<file path="src/rtl/booth_mul_ctrl_if.sv">
// Handshake bus for booth_mul_ctrl: operand issue on one side, product return on the other.
interface booth_mul_ctrl_if;
  logic        in_valid;
  logic        in_ready;
  logic [7:0]  multiplier;
  logic [7:0]  multiplicand;
  logic        out_valid;
  logic        out_ready;
  logic [15:0] product;
  logic        out_err;
  logic        busy;

  modport master (
    output in_valid, multiplier, multiplicand, out_ready,
    input  in_ready, out_valid, product, out_err, busy
  );

  modport slave (
    input  in_valid, multiplier, multiplicand, out_ready,
    output in_ready, out_valid, product, out_err, busy
  );
endinterface

</file>
<file path="src/rtl/booth_mul_ctrl.sv">
// Radix-2 Booth 8x8 signed multiply sequencer; STEPS_PER_CYCLE substeps per clock.
// Optional BOOTH_SKIP_ZERO_EN: zero operands bypass RUN and return 0 directly.
module booth_mul_ctrl #(
  parameter int STEPS_PER_CYCLE = 1
) (
  input logic             clk,
  input logic             rst,
  booth_mul_ctrl_if.slave bus
);

  if (!(STEPS_PER_CYCLE == 1 || STEPS_PER_CYCLE == 2)) begin : g_bad_steps
    $error("booth_mul_ctrl: STEPS_PER_CYCLE must be 1 or 2");
  end

  typedef enum logic [1:0] {IDLE, RUN, DONE} state_t;

  state_t      r_state;
  logic [7:0]  r_acc;
  logic [7:0]  r_q;
  logic        r_qm1;
  logic [7:0]  r_mcand;
  logic [3:0]  r_cnt;
  logic [15:0] r_prod;
  logic        r_err;

  logic [16:0] w_chain [0:STEPS_PER_CYCLE];
  logic [3:0]  w_cnt_nxt;
  logic        w_skip;

  // One Booth substep on {acc,Q,q(-1)}: add/sub by the Q[0],q(-1) pair, then arithmetic shift.
  function automatic logic [16:0] substep(input logic [16:0] s, input logic [7:0] m);
    logic [7:0] a;
    a = s[16:9];
    case (s[1:0])
      2'b10:   a = a - m;
      2'b01:   a = a + m;
      default: a = s[16:9];
    endcase
    return {a[7], a, s[8:1]};
  endfunction

  always_comb begin
    w_chain[0] = {r_acc, r_q, r_qm1};
    for (int k = 0; k < STEPS_PER_CYCLE; k++)
      w_chain[k+1] = substep(w_chain[k], r_mcand);
  end

  assign w_cnt_nxt = r_cnt + 4'(STEPS_PER_CYCLE);

`ifdef BOOTH_SKIP_ZERO_EN
  assign w_skip = (bus.multiplier == 8'h00) || (bus.multiplicand == 8'h00);
`else
  assign w_skip = 1'b0;
`endif

  always_ff @(posedge clk) begin
    if (rst) begin
      r_state <= IDLE;
      r_acc   <= '0;
      r_q     <= '0;
      r_qm1   <= 1'b0;
      r_mcand <= '0;
      r_cnt   <= '0;
      r_prod  <= '0;
      r_err   <= 1'b0;
    end else begin
      case (r_state)
        IDLE: if (bus.in_valid) begin
          r_acc   <= '0;
          r_q     <= bus.multiplier;
          r_qm1   <= 1'b0;
          r_mcand <= bus.multiplicand;
          r_cnt   <= '0;
          if (w_skip) begin
            r_prod  <= '0;
            r_err   <= 1'b0;
            r_state <= DONE;
          end else begin
            r_err   <= (bus.multiplicand == 8'h80);
            r_state <= RUN;
          end
        end
        RUN: begin
          {r_acc, r_q, r_qm1} <= w_chain[STEPS_PER_CYCLE];
          r_cnt <= w_cnt_nxt;
          if (w_cnt_nxt == 4'd8) begin
            r_prod  <= w_chain[STEPS_PER_CYCLE][16:1];
            r_state <= DONE;
          end
        end
        DONE: if (bus.out_ready) r_state <= IDLE;
        default: r_state <= IDLE;
      endcase
    end
  end

  assign bus.in_ready  = (r_state == IDLE) && !rst;
  assign bus.out_valid = (r_state == DONE);
  assign bus.product   = r_prod;
  assign bus.out_err   = r_err;
  assign bus.busy      = (r_state != IDLE);

endmodule

</file>
<file path="src/flat_wrapper.sv">
// flat-port wrapper written by rule: the top's interface ports become plain ports
module booth_mul_ctrl_flat 
#(
  parameter int STEPS_PER_CYCLE = 1
)
  (clk, rst, bus_in_valid, bus_multiplier, bus_multiplicand, bus_out_ready, bus_in_ready, bus_out_valid, bus_product, bus_out_err, bus_busy);
  booth_mul_ctrl_if bus_i ();
  input logic clk;
  input logic rst;
  input wire logic [$bits(bus_i.in_valid)-1:0] bus_in_valid;
  input wire logic [$bits(bus_i.multiplier)-1:0] bus_multiplier;
  input wire logic [$bits(bus_i.multiplicand)-1:0] bus_multiplicand;
  input wire logic [$bits(bus_i.out_ready)-1:0] bus_out_ready;
  output wire logic [$bits(bus_i.in_ready)-1:0] bus_in_ready;
  output wire logic [$bits(bus_i.out_valid)-1:0] bus_out_valid;
  output wire logic [$bits(bus_i.product)-1:0] bus_product;
  output wire logic [$bits(bus_i.out_err)-1:0] bus_out_err;
  output wire logic [$bits(bus_i.busy)-1:0] bus_busy;
  assign bus_i.in_valid = bus_in_valid;
  assign bus_i.multiplier = bus_multiplier;
  assign bus_i.multiplicand = bus_multiplicand;
  assign bus_i.out_ready = bus_out_ready;
  assign bus_in_ready = bus_i.in_ready;
  assign bus_out_valid = bus_i.out_valid;
  assign bus_product = bus_i.product;
  assign bus_out_err = bus_i.out_err;
  assign bus_busy = bus_i.busy;
  booth_mul_ctrl #(.STEPS_PER_CYCLE(STEPS_PER_CYCLE)) u_core (.clk(clk), .rst(rst), .bus(bus_i));
endmodule
</file>
<file path="config.mk">
export PLATFORM = sky130hd
export DESIGN_NAME = booth_mul_ctrl_flat
export DESIGN_NICKNAME = d
export VERILOG_FILES = /design/src/rtl/booth_mul_ctrl_if.sv /design/src/rtl/booth_mul_ctrl.sv /design/src/flat_wrapper.sv
export SDC_FILE = /design/constraint.sdc
export NUM_CORES = 1
export LEC_CHECK = 0
export ABC_AREA = 0
export CAP_MARGIN = 25
export CORE_UTILIZATION = 40
export DETAILED_ROUTE_END_ITERATION = 8
export GPL_TIMING_DRIVEN = 0
export MAX_ROUTING_LAYER = met4
export SETUP_SLACK_MARGIN = 0.05
export SLEW_MARGIN = 20
export SYNTH_ARGS = -nofsm -noshare
export SYNTH_HDL_FRONTEND = slang
export SYNTH_SLANG_ARGS = --single-unit
</file>
<file path="constraint.sdc">
create_clock -name clk -period 3.07 [get_ports clk]
set_input_delay 0.7675 -clock clk [delete_from_list [all_inputs] [get_ports clk]]
set_output_delay 0.7675 -clock clk [all_outputs]
set_load 0.03 [all_outputs]
</file>
==> key figures <==
Status
  • Run status: finished clean

Placed design
  • Placed Cells incl. Taps: 416
  • PortBufs: 38
  • Hpwl dp: 4400 um
  • Placer Congestion: 0.821

STA
  • Rel. slew slack: 62.4%
  • RSZ-0062 raised after global routing: no
  • Final hold violation count: 0
  • Worst Tran Pin Value: 0.563 ns
  • Setup violators final: 0
  • Hold_ws: 0.461 ns
  • Worst Skew: 0.00676 ns
  • Min Tclk post-route: 2.88 ns
  • Pins Over Slew Limit: 0
  • FMAX: 348 MHz
  • Setup TNS: 0 ns
  • Period utilization: 93.7%

Floorplan
  • Core area: 5610 um^2
  • FP Rows: 27
  • Initial Util: 42.1%
  • Die span in x: 78.8 um
  • Die ar.: 6210 um^2
  • Io pins: 40
  • Chip height: 78.8 um

Final layout
  • Finished Layout Cells: 422
  • Most frequent cells in the layout: 62 x nand2_1, 46 x dfxtp_1, 39 x a21oi_1
  • Antenna Cells: 0
  • Synth-to-layout area growth: 24.1%
  • # fillers: 582
  • Layout cells sized above 1: 4.00%
  • Final #Nets: 380
  • Commonest non-fill, non-tap cell in the layout: nand2_1

Synth
  • Syn nets: 337
  • Synth Register Bits: 46
  • Area contributors post-synth: dfxtp_1 39%, nand2_1 9.9%, a21oi_1 8.3%
  • Area leader, netlist: dfxtp_1
  • Cells after Synth: 306
  • Mapped Area: 2360 um^2
  • Avg Cell Area, Syn: 7.72 um^2
  • Yosys top cell area share: 39.0%
  • Synth warn: 0
  • Count of unique library cells instantiated by Yosys: 40
  • Post-synthesis sequential area ratio: 39.0%

Power
  • Power per standard cell area: 459 nW/um^2
  • P_int: 0.000944 W
  • Net Sw Frac: 29.9%
  • Max VDD drop: 0.276 mV
  • Sequential Power Share: 47.7%
  • Logic pwr share: 20.8%
  • LEAKAGE: 1.04 nW
  • Clock group share of total power: 31.5%
  • Switching power of the nets: 0.000402 W

CTS
  • CTS tree: done
  • Clock sinks: 46
  • Maximum buffer depth of the clock tree: 2
  • Num CTS Buffers: 5
  • CTS Hold Bufs: 0
  • Worst-Skew Late Latency: 0.30 ns
  • Clk slew on worst S/H paths: 0.09 ns
  • H-tree levels: 2
  • Clk root buf: clkbuf_8

Global routing
  • GRT Util Overall: 20.1%
  • Total congestion overflow: 0
  • Number of global-route vias before repair: 1967
  • Initial antenna violation count: 0
  • First-pass GRT wire length: 9530 um
  • Largest net degree at the start of global routing: 20

Critical path
  • Worst Setup End Kind: output pin
  • Master of the slowest instance on the critical path: clkdlybuf4s50_1
  • CP Cell Sequence: clkbuf_1 -> clkbuf_2 -> nor2_1 -> clkdlybuf4s50_1
  • CP Class: input pin to output pin
  • Startpoint Class: input pin
  • Worst EP required: 2.30 ns
  • WP data arrival: 2.11 ns
  • Crit-path max cell delay: 0.60 ns
  • CP Max Fanout: 19

Worst hold path
  • Class of the worst hold path: flip-flop to flip-flop

Routing
  • Routed Antenna Nets: 0
  • Number of DRC markers in iteration 0: 90
  • Vias per cell: 5.27
  • Wire per inst: 13.9 um
  • Post-Route WL: 5860 um
  • Via count: 2224
  • DRC: 0
  • Drt first pass iters: 4

Flow run
  • MaxCap Viol Count: 0
critical path: cells and delay by family:
family        cells  cell delay [ns]
buf+inv           3             1.24
simple gates      1             0.09
metrics by stage:
stage / cell area, um^2 / setup WS, ns / util [%] / power [W]
2_1_floorplan: 2360 / 0.559 / - / 0.000847
3_3_place_gp: 2830 / -0.313 / 50.5 / 0.000932
3_5_place_dp: 2830 / -0.298 / 50.5 / 0.000932
4_1_cts: 2930 / 0.185 / 52.3 / 0.00135
5_1_grt: 2930 / 0.0609 / 52.3 / 0.00141
6_report: 2930 / 0.194 / 52.3 / 0.00135
registers in the layout (all words and copies together) (netlist names):
name	cells
u_core.bus.product	15
u_core.r_mcand	8
u_core.r_q	8
u_core.r_acc	7
u_core.r_cnt	4
u_core.r_state	2
u_core.bus.out_err	1
u_core.r_qm1	1
Yosys cell counts:
cell type   n
nand2_1    62
clkbuf_1   16
o41ai_1     1
or4_1       2
nor3b_1     2
nand3_1     8
nand2b_1    4
a21bo_2     1
fa_1        1
nor3_2      2
o311ai_0    2
buf_4       1
buf_1       3
a31oi_1     6
a21oi_1    39
xnor2_1     7
nor4_1      3
and2_1      1
mux2_2      1
nor2b_1     4
inv_1      10
nand4_1     1
a211oi_1    4
nor2_1     33
and3_1      1
nor4b_1     2
xor2_1      2
mux2i_1     2
nand3b_1    4
and3b_1     2
o21a_1      2
a311oi_1    9
o221ai_1    1
a21o_1      2
nor3_1      2
o21ai_0     4
a22oi_1     2
ha_1       10
o31ai_1     1
dfxtp_1    46
path summary, 6_finish.rpt:
kind | from | slack (ns) | cells past startpoint | end
setup reg to reg | u_core.r_mcand[0]$_SDFFE_PP0P_ | 0.28 | 11 | u_core.bus.product[13]$_SDFFE_PP0P_
hold reg to reg | u_core.bus.product[6]$_SDFFE_PP0P_ | 0.46 | 2 | u_core.bus.product[6]$_SDFFE_PP0P_
setup / recovery | rst | 0.19 | 4 | bus_in_ready
hold / removal | u_core.bus.product[6]$_SDFFE_PP0P_ | 0.46 | 2 | u_core.bus.product[6]$_SDFFE_PP0P_
timing repair:
action                                  CTS  global route
endpoints found under the setup margin    1             2
setup buffers                             0             0
gates resized for setup                   1             0
metal layers:
metal	GRT usage, %	wire [um]	up-vias
met5	-	0	-
met4	4.55	56	0
met3	3.56	170	7
met2	30.3	2600	35
met1	28.1	3030	1029
li1	-	-	1153
power by group through the flow:
stage | clock network, W | registers, W | logic (W)
floorplan | 0 | 0.000650 | 0.000197
finish | 0.000424 | 0.000642 | 0.000279
global route | 0.000453 | 0.000646 | 0.000311
detailed placement | 0 | 0.000656 | 0.000277
CTS | 0.000427 | 0.000642 | 0.000278
global placement | 0 | 0.000655 | 0.000277
logic make-up after synthesis:
group / after synthesis / synth area share [%]
DFF: 46 / 39.0
adders and majority gates: 11 / 6.15
buffers and inverters: 30 / 4.93
and+or+nand+nor: 133 / 25.8
muxes: 3 / 1.32
xor gates and xnor gates: 9 / 3.34
AOI/OAI and AO/OA: 74 / 19.4
area by class of cell:
class,count,area (um^2),area share [%]
sequential,46,921,31.4
buffer,18,72.6,2.48
inverter,10,37.5,1.28
multi-input combinational,230,1320,45.2
clock buffer,7,96.3,3.29
clock inverter,1,8.76,0.299
tap,72,90.1,3.07
timing repair buffer,38,380,13.0
(Power assumes the default switching activity.)
